## config.mk

```make
export PLATFORM = sky130hd
export DESIGN_NAME = seq_divider
export DESIGN_NICKNAME = d
export VERILOG_FILES = /design/src/rtl/div_pkg.sv /design/src/rtl/div_step.sv /design/src/rtl/seq_divider.sv
export SDC_FILE = /design/constraint.sdc
export NUM_CORES = 1
export LEC_CHECK = 0
export ABC_CLOCK_PERIOD_IN_PS = 4850
export BUFFER_PORTS_ARGS = -buffer_cell sky130_fd_sc_hd__buf_4
export CORE_MARGIN = 3
export CORE_UTILIZATION = 51
export CTS_BUF_LIST = sky130_fd_sc_hd__clkbuf_8
export CTS_CLUSTER_DIAMETER = 150
export DETAILED_ROUTE_END_ITERATION = 8
export MAX_ROUTING_LAYER = met4
export PLACE_DENSITY = 0.71
export SYNTH_ARGS = -nofsm -noshare
export SYNTH_HDL_FRONTEND = slang
export SYNTH_HIERARCHICAL = 1
export SYNTH_SLANG_ARGS = --single-unit
```

## constraint.sdc

```tcl
create_clock -name clk -period 4.85 [get_ports clk]
set_input_delay 0.2425 -clock clk [delete_from_list [all_inputs] [get_ports clk]]
set_output_delay 0.2425 -clock clk [all_outputs]
set_load 0.02 [all_outputs]
```

## src/rtl/div_pkg.sv

```systemverilog
// Shared definitions for the sequential divider: controller state encoding
// and the default operand width.
package div_pkg;

    localparam int DIV_WIDTH_DEFAULT = 32;

    typedef enum logic [1:0] {
        IDLE = 2'd0,
        CALC = 2'd1,
        FIX  = 2'd2,
        DONE = 2'd3
    } div_state_t;

endpackage : div_pkg

```

## src/rtl/div_step.sv

```systemverilog
// One restoring-division iteration. The next dividend bit is shifted into
// the partial remainder, the divisor is trial-subtracted, and the sign of
// the WIDTH+1-bit difference (the borrow) decides whether to restore. The
// quotient bit is shifted into the low end of the dividend register as the
// dividend bits leave through its top.
module div_step
    import div_pkg::*;
#(
    parameter int WIDTH = DIV_WIDTH_DEFAULT
) (
    input  logic [WIDTH-1:0] rem_in,
    input  logic [WIDTH-1:0] quo_in,
    input  logic [WIDTH-1:0] divisor,
    output logic [WIDTH-1:0] rem_out,
    output logic [WIDTH-1:0] quo_out
);

    logic [WIDTH:0] shifted;
    logic [WIDTH:0] trial;
    logic           borrow;

    // The incoming remainder is always below the divisor, so the shifted
    // value is below twice the divisor. The difference therefore fits in
    // WIDTH+1 signed bits, and its top bit is a reliable borrow.
    assign shifted = {rem_in, quo_in[WIDTH-1]};
    assign trial   = shifted - {1'b0, divisor};
    assign borrow  = trial[WIDTH];

    assign rem_out = borrow ? shifted[WIDTH-1:0] : trial[WIDTH-1:0];
    assign quo_out = {quo_in[WIDTH-2:0], ~borrow};

endmodule : div_step

```

## src/rtl/seq_divider.sv

```systemverilog
// Multi-cycle signed/unsigned integer divider. Operand magnitudes are
// divided by a restoring shift-subtract loop, one quotient bit per cycle,
// and the result signs are applied in a final fix-up cycle. The published
// results live in their own registers so they stay stable while the next
// division is being computed.
module seq_divider
    import div_pkg::*;
#(
    parameter int WIDTH = DIV_WIDTH_DEFAULT
) (
    input  logic             clk,
    input  logic             rst_n,
    input  logic             start,
    input  logic             is_signed,
    input  logic [WIDTH-1:0] dividend,
    input  logic [WIDTH-1:0] divisor,
    output logic             busy,
    output logic             done,
    output logic [WIDTH-1:0] quotient,
    output logic [WIDTH-1:0] remainder,
    output logic             div_by_zero
);

    localparam int CW = $clog2(WIDTH);

    div_state_t state;
    div_state_t next_state;

    logic [CW-1:0]    count;
    logic [WIDTH-1:0] rem_work;
    logic [WIDTH-1:0] quo_work;
    logic [WIDTH-1:0] den_abs;
    logic             neg_quo;
    logic             neg_rem;

    logic [WIDTH-1:0] step_rem;
    logic [WIDTH-1:0] step_quo;
    logic [WIDTH-1:0] dividend_abs;
    logic [WIDTH-1:0] divisor_abs;
    logic             dividend_neg;
    logic             divisor_neg;
    logic             zero_den;

    // Magnitudes are only taken in signed mode; the most-negative value maps
    // onto itself, which is exactly its magnitude read as unsigned.
    assign dividend_neg = is_signed & dividend[WIDTH-1];
    assign divisor_neg  = is_signed & divisor[WIDTH-1];
    assign dividend_abs = dividend_neg ? -dividend : dividend;
    assign divisor_abs  = divisor_neg  ? -divisor  : divisor;
    assign zero_den     = (divisor == '0);

    // Status flags decode straight from the state register.
    assign busy = (state == CALC) || (state == FIX);
    assign done = (state == DONE);

    div_step #(
        .WIDTH (WIDTH)
    ) u_step (
        .rem_in  (rem_work),
        .quo_in  (quo_work),
        .divisor (den_abs),
        .rem_out (step_rem),
        .quo_out (step_quo)
    );

    // Controller state register.
    always_ff @(posedge clk) begin
        if (!rst_n) begin
            state <= IDLE;
        end else begin
            state <= next_state;
        end
    end

    // Controller sequencing: a zero divisor skips straight to the result.
    always_comb begin
        next_state = state;
        case (state)
            IDLE: begin
                if (start) begin
                    next_state = zero_den ? DONE : CALC;
                end
            end
            CALC: begin
                if (count == '0) begin
                    next_state = FIX;
                end
            end
            FIX:     next_state = DONE;
            DONE:    next_state = IDLE;
            default: next_state = IDLE;
        endcase
    end

    // Operand capture, iteration, sign fix-up and result publication.
    always_ff @(posedge clk) begin
        if (!rst_n) begin
            count       <= '0;
            rem_work    <= '0;
            quo_work    <= '0;
            den_abs     <= '0;
            neg_quo     <= 1'b0;
            neg_rem     <= 1'b0;
            quotient    <= '0;
            remainder   <= '0;
            div_by_zero <= 1'b0;
        end else begin
            case (state)
                IDLE: begin
                    if (start) begin
                        rem_work <= '0;
                        quo_work <= dividend_abs;
                        den_abs  <= divisor_abs;
                        neg_quo  <= dividend_neg ^ divisor_neg;
                        neg_rem  <= dividend_neg;
                        count    <= CW'(WIDTH - 1);
                        if (zero_den) begin
                            quotient    <= '1;
                            remainder   <= dividend;
                            div_by_zero <= 1'b1;
                        end
                    end
                end
                CALC: begin
                    rem_work <= step_rem;
                    quo_work <= step_quo;
                    if (count != '0) begin
                        count <= count - CW'(1);
                    end
                end
                FIX: begin
                    quotient    <= neg_quo ? -quo_work : quo_work;
                    remainder   <= neg_rem ? -rem_work : rem_work;
                    div_by_zero <= 1'b0;
                end
                default: begin
                end
            endcase
        end
    end

endmodule : seq_divider

```

After elaboration in Yosys (flattened, before gate mapping)
Cells that the tools add are included.

word-level totals
  register bits = 170
  input port bits = 68
  output and inout port bits = 67
  logic and storage cells = 64

operators by class
  $add $sub $neg = 6
  eq/ne operators = 7
  multiplexer cells = 25
  bitwise gates (word level) = 4
  reductions and logical operators = 12

operator list
  cell                                                 count
  2-to-1 mux 32 bit                                    11
  case mux 32 bit (2 select lines)                     4
  negation 32 bit                                      4
  subtractor 33 x 32 -> 33 bit                         1
  logical NOT 32 bit                                   1
  2-to-1 mux 5 bit                                     2
  case mux 5 bit (2 select lines)                      1
  case mux 2 bit (4 select lines)                      1
  2-to-1 mux 2 bit                                     3
  AND reduction 2 bit                                  3
  AND reduction 3 bit                                  2
  logical NOT 5 bit                                    1
  nonzero test 5 bit                                   1
  subtractor 5 x 1 -> 5 bit, second input constant     1
  equality test 2 bit, second input constant           2
  != test 2 x 1 -> 1 bit, second input constant        2
  != test 2 bit, second input constant                 2
  nonzero test 2 bit                                   2
  AND 1 bit                                            2
  equality test 2 x 1 -> 1 bit, second input constant  1
  logical NOT 2 bit                                    1
  2-to-1 mux 1 bit                                     2
  case mux 1 bit (2 select lines)                      1
  logical OR 1 bit                                     1
  other kinds (2)                                      2

Longest topological paths before layout
Gate-level depths: netlist of run 1.

  word-level depth = 4
  mapped depth = 17
  gate-level depth less buffers = 15

By module
Netlist of run 1, hierarchy kept.

by module, submodules not included
  module       instances  cells an instance  area each (um^2)  sequential area each (um^2)
  seq_divider  1          1,146              9,213.8           3,403.3
  div_step     1          337                2,598.7           0.0

Least setup slack after synthesis of run 1
OpenSTA, ideal clock, no wires.

  path type = reg-to-reg
  start point = register quo_work[31]
  end point = register rem_work[13]
  library setup time = 128 ps
  data arrival time = 3,311 ps
  data required time = 4,722 ps
  setup slack = 1,412 ps
  stages on the path, launching flop included = 18
  buffers on the path = 2
  period minus slack after synthesis = 3,438 ps
  cell sequence = dfxtp_1 > inv_1 > ha_1 > fa_1 > and2b_1 > o2111ai_2 > a21oi_2 > o2111ai_1 > a211oi_2 > nor2_4 > mux2i_4 > and2_4 > buf_12 > inv_8 > buf_12 > mux2_4 > a22oi_1 > nor2_1

on the way
  word-level cells in the longest chain between the ends = 3

RTL lines
  element                           line                RTL
  from (decl)                       seq_divider.sv:31   logic [WIDTH-1:0] quo_work;
  from (signal assigned)            seq_divider.sv:112  quo_work <= dividend_abs;
  from (signal assigned)            seq_divider.sv:126  quo_work <= step_quo;
  subtractor 33 x 32 -> 33 bit      div_step.sv:26      assign trial = shifted - {1'b0, divisor};
  2-to-1 mux 32 bit                 div_step.sv:29      assign rem_out = borrow ? shifted[WIDTH-1:0] : trial[WIDTH-1:0];
  net step_rem[13]                  seq_divider.sv:36   logic [WIDTH-1:0] step_rem;
  case mux 32 bit (2 select lines)  seq_divider.sv:108  case (state)
  to (signal assigned)              seq_divider.sv:125  rem_work <= step_rem;
  to (decl)                         seq_divider.sv:30   logic [WIDTH-1:0] rem_work;

The timed path passes the listed nets, and every way through them passes these cells.
A chain may end at the register's enable or synchronous reset.

Final worst setup path of run 1
  start point = register quo_work[31]
  end point = register rem_work[5]

The elaborated chain is that of the path after synthesis.

==> results.md, run 1 <==
- Status: complete, no violations
- Hold WC Path Type: in -> reg
- Vias in the first global route: 10492
- Maxcap violations: 0
- DRC errors left: 0
- R2R cell count: 15
- Fin crit period: 3800 ps
- Fillers: 2208
- Final ANT Viol Nets: 0
- Clk_skew: 17.8 ps
- Fin nets: 1626
- Worst hold slack: 74.3 ps
- Row Count: 55
- CP max FO: 24
- Initial core utilization: 52.0%
- CTS Buf Count: 17
- Asr flop ratio synth: 0%
- TritonCTS Sinks: 170
- Post-CTS Resized: 0
- Buffer and inverter count on the worst path: 2
- Antenna Cells: 0
- Initial antenna violation count: 0
- Worst Setup Path Type: reg -> reg
- Seq/Total Area, Yosys: 28.8%
- Worst-path clk slew: 110 ps
- Via/cell ratio: 6.22
- Share of cells above drive strength 1: 15.7%
- Lkg Pwr: 5.07 nW
- Clk_lat worst skew: 480 ps
- Largest net degree at the start of global routing: 75
- Dpl ws: 1110 ps
- Top-area cell type share of the netlist area: 28.8%
- Setup bufs post-CTS: 0
- Final hold vios: 0
- Mapped Area: 11800 um2
- Setup TNS: 0 ps
- Worst-case clock buffer depth: 2
- Initial DRC count: 948
- Max stage delay on crit path: 430 ps
- Critical Path Start Type: flop
- RSZ-0062 raised after global routing: false
- Hold-critical path depth: 3
- Syn Inst Count: 1483
- Slowest cell on crit path: dfxtp_1
- Final setup fails: 0
- Worst Max-Slew Pin Slew: 1170 ps
- Vias post-DR: 11289
- FMAX: 0.263 GHz
- Crit path DAT: 4140 ps
- Top-count cell post-synth: dfxtp_1
- Syn avg cell area: 7.97 um2
- Area of the multi-input gates: 7470 um2
- Number of synthesized register bits: 170
- Critical path, cell by cell: inv_1 > ha_1 > fa_1 > and2b_1 > o2111ai_2 > a21oi_2 > o2111ai_1 > a211oi_2 > nor2_4 > mux2i_4 > and2_4 > inv_8 > mux2_2 > a22oi_1 > nor2_1
- List of most frequent post-synthesis cells: 170 x dfxtp_1, 122 x nor2_1, 115 x nand2_1
- Area Growth Syn to Fin: 9.86%
- Max_slew headroom: 22.1%
- GPL Wtd Cong: 0.961
- YS warnings: 6
- Die area: 25000 um2
- Overflow after GRT: 0
- Register Area: 3400 um2
- Final period util: 78.4%
- VDD IR max: 221 uV
- WL/cell: 19.2 um
- Flop2flop setup slack: 1050 ps
- Final WS setup: 1050 ps
- Cell taking the most area after synthesis: dfxtp_1
- Max-slew violations: 0
- Top FF cell, synth: dfxtp_1
- Hold Buf Count CTS: 0
- WL final: 34800 um
- Levels on crit path: 15
- Die width: 158 um
- H-tree levels: 4
- P per Cell Area: 475 nW/um2
- Die Y-Extent: 158 um
- Critical Path RT: 5190 ps
- All-Layer GR Usage: 28.2%
- Synth area leaders: dfxtp_1 29%, xor2_1 6.9%, o21ai_0 4.8%
- Port bufs: 134
- DR pass1 iterations: 6
- Clock Tree Root: clkbuf_8
- CTS tree: yes
- Post-synthesis cell type count: 90
- Critical path's top delay family: compound AO/OA/AOI/OAI gates
- Ports: 135
- Core box area: 22700 um2
- Post-synthesis net count: 1593
- Final Util: 57.1%
- DP HPWL: 25700 um
- Crit. End Element: flop
- Number of synthesized flops with an enable pin: 0
- First-pass GRT wire length: 55000 um
metrics by stage:
stage | cells | area, um2 | power (mW)
2_1_floorplan | 1483 | 11800 | 4.44
3_3_place_gp | 1782 | 12600 | 5.13
3_5_place_dp | 1782 | 12600 | 5.17
4_1_cts | 1814 | 13000 | 6.15
5_1_grt | 1814 | 13000 | 6.62
6_report | 1814 | 13000 | 6.17
where the power goes:
| part | switching (mW) | total [mW] | internal, mW |
|---|---|---|---|
| Combinational | 1.97 | 3.18 | 1.21 |
| Clock | 0.611 | 0.987 | 0.375 |
| Sequential | 0.295 | 2.00 | 1.70 |
cell usage in the layout, fill, tap and decap left out, types with 10 or more instances in the layout:
cell type / netlist / layout
mux2_4: 19 / 19
nand3_1: 45 / 45
a311oi_1: 14 / 14
nand4_1: 16 / 16
o41ai_1: 22 / 22
a31oi_1: 37 / 37
clkbuf_8: 1 / 17
o211ai_1: 30 / 30
xor2_1: 93 / 93
nor2_1: 122 / 122
or4_1: 17 / 17
a21o_1: 18 / 18
a221oi_1: 13 / 13
a21oi_1: 98 / 96
nor3_1: 22 / 22
inv_1: 55 / 56
or3_1: 21 / 21
dfxtp_1: 170 / 170
o31ai_1: 33 / 33
nand2_1: 115 / 115
ha_1: 41 / 40
a22oi_1: 33 / 33
o21ai_0: 113 / 112
buf_4: 34 / 146
o21a_1: 10 / 10
xnor2_1: 47 / 47
a211oi_1: 21 / 21
cell families after synthesis:
| group | after synthesis | share of synthesized area [%] |
|---|---|---|
| buffers and inverters | 192 | 8.10 |
| xor gates and xnor gates | 140 | 10.4 |
| AOI/OAI and AO/OA | 487 | 27.3 |
| and+or+nand+nor | 423 | 17.5 |
| DFF | 170 | 28.8 |
| muxes | 29 | 3.41 |
| adders and majority gates | 42 | 4.51 |
worst paths after layout:
kind                                            startpoint                         end
worst min register to register  remainder[16]$_SDFFE_PN0P_  remainder[16]$_SDFFE_PN0P_
worst max register to register   quo_work[31]$_SDFFE_PN0P_    rem_work[5]$_SDFFE_PN0P_
worst min-delay path                            divisor[1]     den_abs[1]$_SDFFE_PN0P_
worst max-delay path             quo_work[31]$_SDFFE_PN0P_    rem_work[5]$_SDFFE_PN0P_
per-layer routing:
metal / part of all wire (%) / wire length, um / GRT usage (%)
met5: 0 / 0 / -
met4: 3.5 / 1210 / 11.4
met3: 5.9 / 2060 / 3.28
met2: 48 / 16600 / 46.1
met1: 43 / 14900 / 35.6
sequential cells by signal (all words and copies together), names as in the netlist:
name,flops
den_abs,32
quo_work,32
rem_work,32
neg_rem,1
remainder,32
div_by_zero,1
state,2
neg_quo,1
count,5
quotient,32
worst min-delay path: stages:
cell      delay (ps)
buf_4            130
nand2_1           50
a311oi_1          80
area by class of cell:
class	instances	share of cell area, %
Clock buffer	17	1.80
Clock inverter	15	1.03
Inverter	57	1.72
Multi-Input combinational cell	1121	57.6
Sequential cell	170	26.2
Tap cell	285	2.75
Timing Repair Buffer	149	8.91
No activity file was read; power rests on OpenSTA's default activity.
==> run 2, diff against run 1 <==
--- a/config.mk
+++ b/config.mk
@@ -5,7 +5,7 @@
 export SDC_FILE = /design/constraint.sdc
 export NUM_CORES = 1
 export LEC_CHECK = 0
-export ABC_CLOCK_PERIOD_IN_PS = 4850
+export ABC_CLOCK_PERIOD_IN_PS = 3300
 export BUFFER_PORTS_ARGS = -buffer_cell sky130_fd_sc_hd__buf_4
 export CORE_MARGIN = 3
 export CORE_UTILIZATION = 51
@@ -13,7 +13,7 @@
 export CTS_CLUSTER_DIAMETER = 150
 export DETAILED_ROUTE_END_ITERATION = 8
 export MAX_ROUTING_LAYER = met4
-export PLACE_DENSITY = 0.71
+export PLACE_DENSITY = 0.74
 export SYNTH_ARGS = -nofsm -noshare
 export SYNTH_HDL_FRONTEND = slang
 export SYNTH_HIERARCHICAL = 1
==> constraint.sdc (replaced) <==
create_clock -name clk -period 3.3 [get_ports clk]
set_input_delay 0.165 -clock clk [delete_from_list [all_inputs] [get_ports clk]]
set_output_delay 0.165 -clock clk [all_outputs]
set_load 0.02 [all_outputs]
==> results.md, run 2 (same netlist as run 1, synthesis figures left out) <==
- Status: finished, violations left
- Violated checks: negative setup slack
- Placed cells: 1828 (+2.6%)
- Critical path, cell by cell: inv_2 > ha_4 > fa_2 > and2b_1 > o2111ai_2 > a21oi_2 > o2111ai_2 > a211oi_2 > nor2_4 > mux2i_4 > and2_4 > clkinv_8 > buf_12 > mux2_4 > a22oi_2 > nor2_1
- Final WS setup: -123 ps (-1170 ps)
- Initial core utilization: 52.0% (unchanged)
- DRC errors left: 0 (unchanged)
- Clock Tree Root: clkbuf_8
- Most frequent cells in the layout: 196 x buf_4, 169 x dfxtp_1, 122 x nor2_1, 114 x nand2_1, 110 x o21ai_0
- WL final: 35300 um (+1.5%)
- Critical Path RT: 3630 ps (-1560 ps)
- Final setup fails: 9 (+9)
- Most used cell, CP: o2111ai_2
- Max-slew violations: 0 (unchanged)
- Fin area: 13700 um2 (+5.3%)
- FMAX: 0.292 GHz (+11%)
- Ports: 135 (unchanged)
- Final ANT Viol Nets: 0 (unchanged)
- DR pass1 iterations: 5 (-1)
- Critical Path Start Type: flop
- First-pass GRT wire length: 55200 um (+0.34%)
- Slowest cell on crit path: dfxtp_2
- Max stage delay on crit path: 360 ps (-70 ps)
- Initial antenna violation count: 1 (+1)
- Fin nets: 1694 (+4.2%)
- GPL Wtd Cong: 0.974 (+1.3%)
- Placement Cell Area: 13000 um2 (+2.7%)
- Port bufs: 134 (unchanged)
- Initial DRC count: 1083 (+14%)
- P per Cell Area: 685 nW/um2 (+44%)
- WL/cell: 18.8 um (-2.2%)
- H-tree levels: 4 (unchanged)
- Lkg Pwr: 5.42 nW (+6.9%)
- Maxcap violations: 0 (unchanged)
- Fillers: 2058 (-6.8%)
- Fin crit period: 3420 ps (-380 ps)
- Buffer and inverter count on the worst path: 3 (+1)
- Final hold vios: 0 (unchanged)
- Critical path's top delay family: compound AO/OA/AOI/OAI gates
- VDD IR max: 351 uV (+59%)
- Worst Setup Path Type: reg -> reg
- Final period util: 104% (+25 points)
- Overflow after GRT: 0 (unchanged)
- Share of cells above drive strength 1: 19.2% (+3.5 points)
- TritonCTS Sinks: 170 (unchanged)
- Largest net degree at the start of global routing: 74 (-1.3%)
- Hold WC Path Type: in -> reg
- CTS tree: yes
- Clk_lat worst skew: 480 ps (about the same)
- Worst-path clk slew: 110 ps (about the same)
- Clk_skew: 21.9 ps (+4.13 ps)
- Die area: 25000 um2 (unchanged)
- Max_slew headroom: 33.4% (+11 points)
- RSZ-0062 raised after global routing: true
- Worst hold slack: 21.9 ps (-52.3 ps)
- DP HPWL: 26100 um (+1.5%)
- Die Y-Extent: 158 um (unchanged)
- Worst-case clock buffer depth: 2 (unchanged)
- Die width: 158 um (unchanged)
- CTS Buf Count: 17 (unchanged)
- CP max FO: 7 (-71%)
- Core box area: 22700 um2 (unchanged)
- Vias post-DR: 11681 (+3.5%)
- Commonest non-fill, non-tap cell in the layout: buf_4
- Via/cell ratio: 6.20 (-0.32%)
- All-Layer GR Usage: 28.2% (about the same)
- Vias in the first global route: 10669 (+1.7%)
- Row Count: 55 (unchanged)
- Worst Max-Slew Pin Slew: 998 ps (-169 ps)
- Fin cells: 1883 (+3.8%)
- Crit. End Element: flop
- Crit path DAT: 3760 ps (-380 ps)
- Area Growth Syn to Fin: 15.7%
==> run 2: per-layer routing <==
| metal | up-vias | global-route usage, % | part of all wire [%] |
|---|---|---|---|
| li1 | 5607 | - | - |
| met1 | 5522 | 35.7 | 42 |
| met2 | 474 | 45.9 | 48 |
| met3 | 78 | 3.20 | 6.5 |
| met4 | 0 | 11.8 | 3.8 |
| met5 | - | - | 0 |
==> run 2: worst register-to-register path, stage by stage (launching register included) <==
cell and delay (ps):
dfxtp_2 360, inv_2 40, ha_4 160, fa_2 360, and2b_1 230, o2111ai_2 160, a21oi_2 210, o2111ai_2 150
a211oi_2 320, nor2_4 90, mux2i_4 170, and2_4 260, clkinv_8 110, buf_12 160, mux2_4 310, a22oi_2 160
nor2_1 60
==> run 2: stage by stage <==
step                      setup TNS [ps]  util, %  total power, mW  setup WS (ps)
after CTS                              0     59.6             9.23           8.63
after global routing               -5740     60.2             9.98           -295
after floorplan                        0        -             6.53           2.71
after detailed placement           -40.5     57.0             7.69          -23.2
after global placement                 0     57.0             7.60           24.7
final                               -524     60.2             9.36           -123
==> run 2: area by class of cell <==
cell class	count	area (um2)	share of cell area (%)
multi-input combinational	1121	7550	55.2
tap	285	357	2.61
antenna	1	2.50	0.0183
timing repair buffer	216	1700	12.4
inverter	57	228	1.67
clock inverter	15	174	1.27
clock buffer	17	234	1.71
timing repair inverter	1	16.3	0.119
sequential	170	3400	24.9
==> run 2: worst paths after layout <==
check,endpoint,startpoint,cells past startpoint,slack (ps)
min,den_abs[3]$_SDFFE_PN0P_,divisor[3],3,20
max reg2reg,rem_work[19]$_SDFFE_PN0P_,quo_work[31]$_SDFFE_PN0P_,16,-120
min reg2reg,den_abs[31]$_SDFFE_PN0P_,den_abs[31]$_SDFFE_PN0P_,2,460
max,rem_work[19]$_SDFFE_PN0P_,quo_work[31]$_SDFFE_PN0P_,16,-120
==> run 2: report_power, final <==
part	switching, mW	total (mW)	internal, mW
sequential	0.425	2.93	2.50
combinational	2.99	4.93	1.93
clock	0.935	1.51	0.576
==> run 2: what timing repair did <==
action	in CTS	in global routing
endpoints found under the setup margin	8	30
endpoints found under the hold margin	18	0
hold buffers	17	0
gates resized for setup	1	22
gates cloned	1	0
setup buffers	0	4
pin swaps	0	7
==> run 3, diff against run 2 <==
--- a/config.mk
+++ b/config.mk
@@ -7,6 +7,7 @@
 export LEC_CHECK = 0
 export ABC_CLOCK_PERIOD_IN_PS = 3300
 export BUFFER_PORTS_ARGS = -buffer_cell sky130_fd_sc_hd__buf_4
+export CORE_ASPECT_RATIO = 0.75
 export CORE_MARGIN = 3
 export CORE_UTILIZATION = 51
 export CTS_BUF_LIST = sky130_fd_sc_hd__clkbuf_8
==> results.md, run 3 (same netlist as run 1, synthesis figures left out) <==
- Buffer and inverter count on the worst path: 2 (-1)
- Violated checks: negative setup slack
- Hold WC Path Type: in -> reg
- Crit path DAT: 3690 ps (-70 ps)
- P per Cell Area: 691 nW/um2 (+0.85%)
- Crit. End Element: flop
- CP max FO: 6 (-1)
- Initial core utilization: 52.7% (+0.71 points)
- Register Area: 3400 um2 (unchanged)
- CP Launch Point: quo_work[31]$_SDFFE_PN0P_
- Final ANT Viol Nets: 0 (unchanged)
- Fin nets: 1692 (-0.12%)
- Ports: 135 (unchanged)
- Fin crit period: 3340 ps (-79.3 ps)
- Worst Max-Slew Pin Slew: 921 ps (-77.1 ps)
- Commonest non-fill, non-tap cell in the layout: buf_4
- First-pass GRT wire length: 56700 um (+2.6%)
- Critical Path Start Type: flop
- Most frequent cells in the layout: 194 x buf_4, 169 x dfxtp_1, 122 x nor2_1, 115 x nand2_1, 110 x o21ai_0
- Total power: 9.43 mW (+0.65%)
- Worst-case clock buffer depth: 2 (unchanged)
- Initial antenna violation count: 0 (-1)
- Lkg Pwr: 5.39 nW (-0.64%)
- Share of cells above drive strength 1: 19.6% (+0.46 points)
- VDD IR max: 329 uV (-6.3%)
- Port bufs: 134 (unchanged)
- Fin area: 13600 um2 (-0.20%)
- Slowest cell on crit path: dfxtp_2
- DP HPWL: 25600 um (-2.0%)
- GPL Wtd Cong: 0.982 (+0.82%)
- CTS tree: yes
- Final Util: 60.9% (+0.69 points)
- Critical path's top delay family: compound AO/OA/AOI/OAI gates
- Critical path, cell by cell: inv_2 > ha_4 > fa_2 > and2b_1 > o2111ai_2 > a21oi_2 > o2111ai_2 > a211oi_2 > nor2_4 > mux2i_4 > and2_4 > inv_12 > mux2_4 > a22oi_2 > nor2_1
- Vias in the first global route: 10790 (+1.1%)
- Overflow after GRT: 0 (unchanged)
- Clk_lat worst skew: 480 ps (about the same)
- Antenna Cells: 0 (-1)
- DR pass1 iterations: 6 (+1)
- Worst Setup Path Type: reg -> reg
- WL final: 35500 um (+0.61%)
- Initial DRC count: 1274 (+18%)
- Max_slew headroom: 38.5% (+5.1 points)
- Levels on crit path: 15 (-1)
- Worst-path clk slew: 110 ps (about the same)
- DRC errors left: 0 (unchanged)
- Area Growth Syn to Fin: 15.5%
- Via/cell ratio: 6.21 (+0.12%)
- Final setup fails: 20 (+11)
- CTS Buf Count: 17 (unchanged)
- Largest net degree at the start of global routing: 66 (-11%)
- TritonCTS Sinks: 170 (unchanged)
- Clk_skew: 14.0 ps (-7.97 ps)
- Die Y-Extent: 138 um (-13%)
- Critical Path RT: 3650 ps (+20 ps)
- Maxcap violations: 0 (unchanged)
- Row Count: 47 (-15%)
- Clock Tree Root: clkbuf_8
- Max-slew violations: 0 (unchanged)
- Vias post-DR: 11732 (+0.44%)
- Die width: 182 um (+15%)
- Core box area: 22400 um2 (-1.3%)
- Final hold vios: 0 (unchanged)
- Status: finished, violations left
- RR Startpoint: quo_work[31]$_SDFFE_PN0P_
- Flop2flop setup slack: -40 ps (+80 ps)
- RSZ-0062 raised after global routing: true
- Area of the multi-input gates: 7580 um2 (+0.38%)
- Final period util: 101% (-2.4 points)
- All-Layer GR Usage: 28.5% (+0.25 points)
- Fillers: 2025 (-1.6%)
- FMAX: 0.299 GHz (+2.4%)
- WL/cell: 18.8 um (+0.29%)
- R2R Path End: rem_work[18]$_SDFFE_PN0P_
- R2R cell count: 15 (-1)
- Max stage delay on crit path: 340 ps (-20 ps)
- Placement Cell Area: 12900 um2 (about the same)
- Final WS setup: -43.8 ps (+79.3 ps)
- H-tree levels: 4 (unchanged)
- Most used cell, CP: o2111ai_2
- Worst hold slack: 22.7 ps (+0.797 ps)
- Dpl ws: -143 ps (-119 ps)
- Setup crit end: rem_work[18]$_SDFFE_PN0P_
- Die area: 25000 um2 (about the same)
[run 3: cell types whose count changed in the layout (fill, tap and decap cells not counted), moves of 2 or more]
cell,change
dlygate4sd3_1,-2
inv_8,+3
a22oi_1,-8
a22oi_2,+8
buf_4,-2
clkinvlp_4,+3
clkinv_8,-5
[run 3: worst min-delay path, cell delays in order]
cell and delay [ps]:
buf_4 120, xor2_1 70, nand2_1 60, a21oi_1 50
[run 3: power breakdown]
| part | switching, mW | total [mW] | internal (mW) |
|---|---|---|---|
| registers | 0.426 | 2.93 | 2.50 |
| logic | 3.11 | 5.07 | 1.96 |
| clock network | 0.881 | 1.43 | 0.548 |
| total | 4.41 | 9.43 | 5.01 |
[run 3: worst min-delay path by stage]
stage	startpoint	slack, ps	depth (start not counted)	end
after floorplan	divisor[0]	300	2	den_abs[0]$_SDFFE_PN0P_
after global placement	remainder[5]$_SDFFE_PN0P_	440	2	remainder[5]$_SDFFE_PN0P_
after detailed placement	remainder[7]$_SDFFE_PN0P_	450	2	remainder[7]$_SDFFE_PN0P_
after CTS	dividend[10]	0.09	4	quo_work[10]$_SDFFE_PN0P_
after global routing	dividend[10]	5	4	quo_work[10]$_SDFFE_PN0P_
final	dividend[10]	20	4	quo_work[10]$_SDFFE_PN0P_
[run 3: cell type report]
| cell class | count | share of cell area (%) |
|---|---|---|
| Clock buffer | 17 | 1.72 |
| Clock inverter | 15 | 0.991 |
| Inverter | 57 | 1.67 |
| Multi-Input combinational cell | 1121 | 55.6 |
| Sequential cell | 170 | 25.0 |
| Tap cell | 294 | 2.70 |
| Timing Repair Buffer | 212 | 12.2 |
| Timing Repair inverter | 3 | 0.248 |
[run 3: what timing repair did]
item                       CTS  global route
hold endpoints to repair    15             0
resized for setup           11            19
hold buffers                15             0
setup endpoints to repair   23            33
setup buffers                4             0
cloned                       3             0
pin swaps                    5            14
[run 3: through the flow]
stage               std cells  TNS [ps]
CTS                      1889     -19.0
global placement         1835      -272
global route             1889     -3790
finish                   1889      -405
detailed placement       1835     -2040
floorplan                1483         0
[run 3: per-layer routing]
metal | track usage [%] | up-vias | wire length [um]
met5 | - | - | 0
met1 | 41.2 | 5607 | 17000
met2 | 41.6 | 483 | 15300
met3 | 4.62 | 52 | 2650
li1 | - | 5590 | -
met4 | 6.72 | 0 | 574
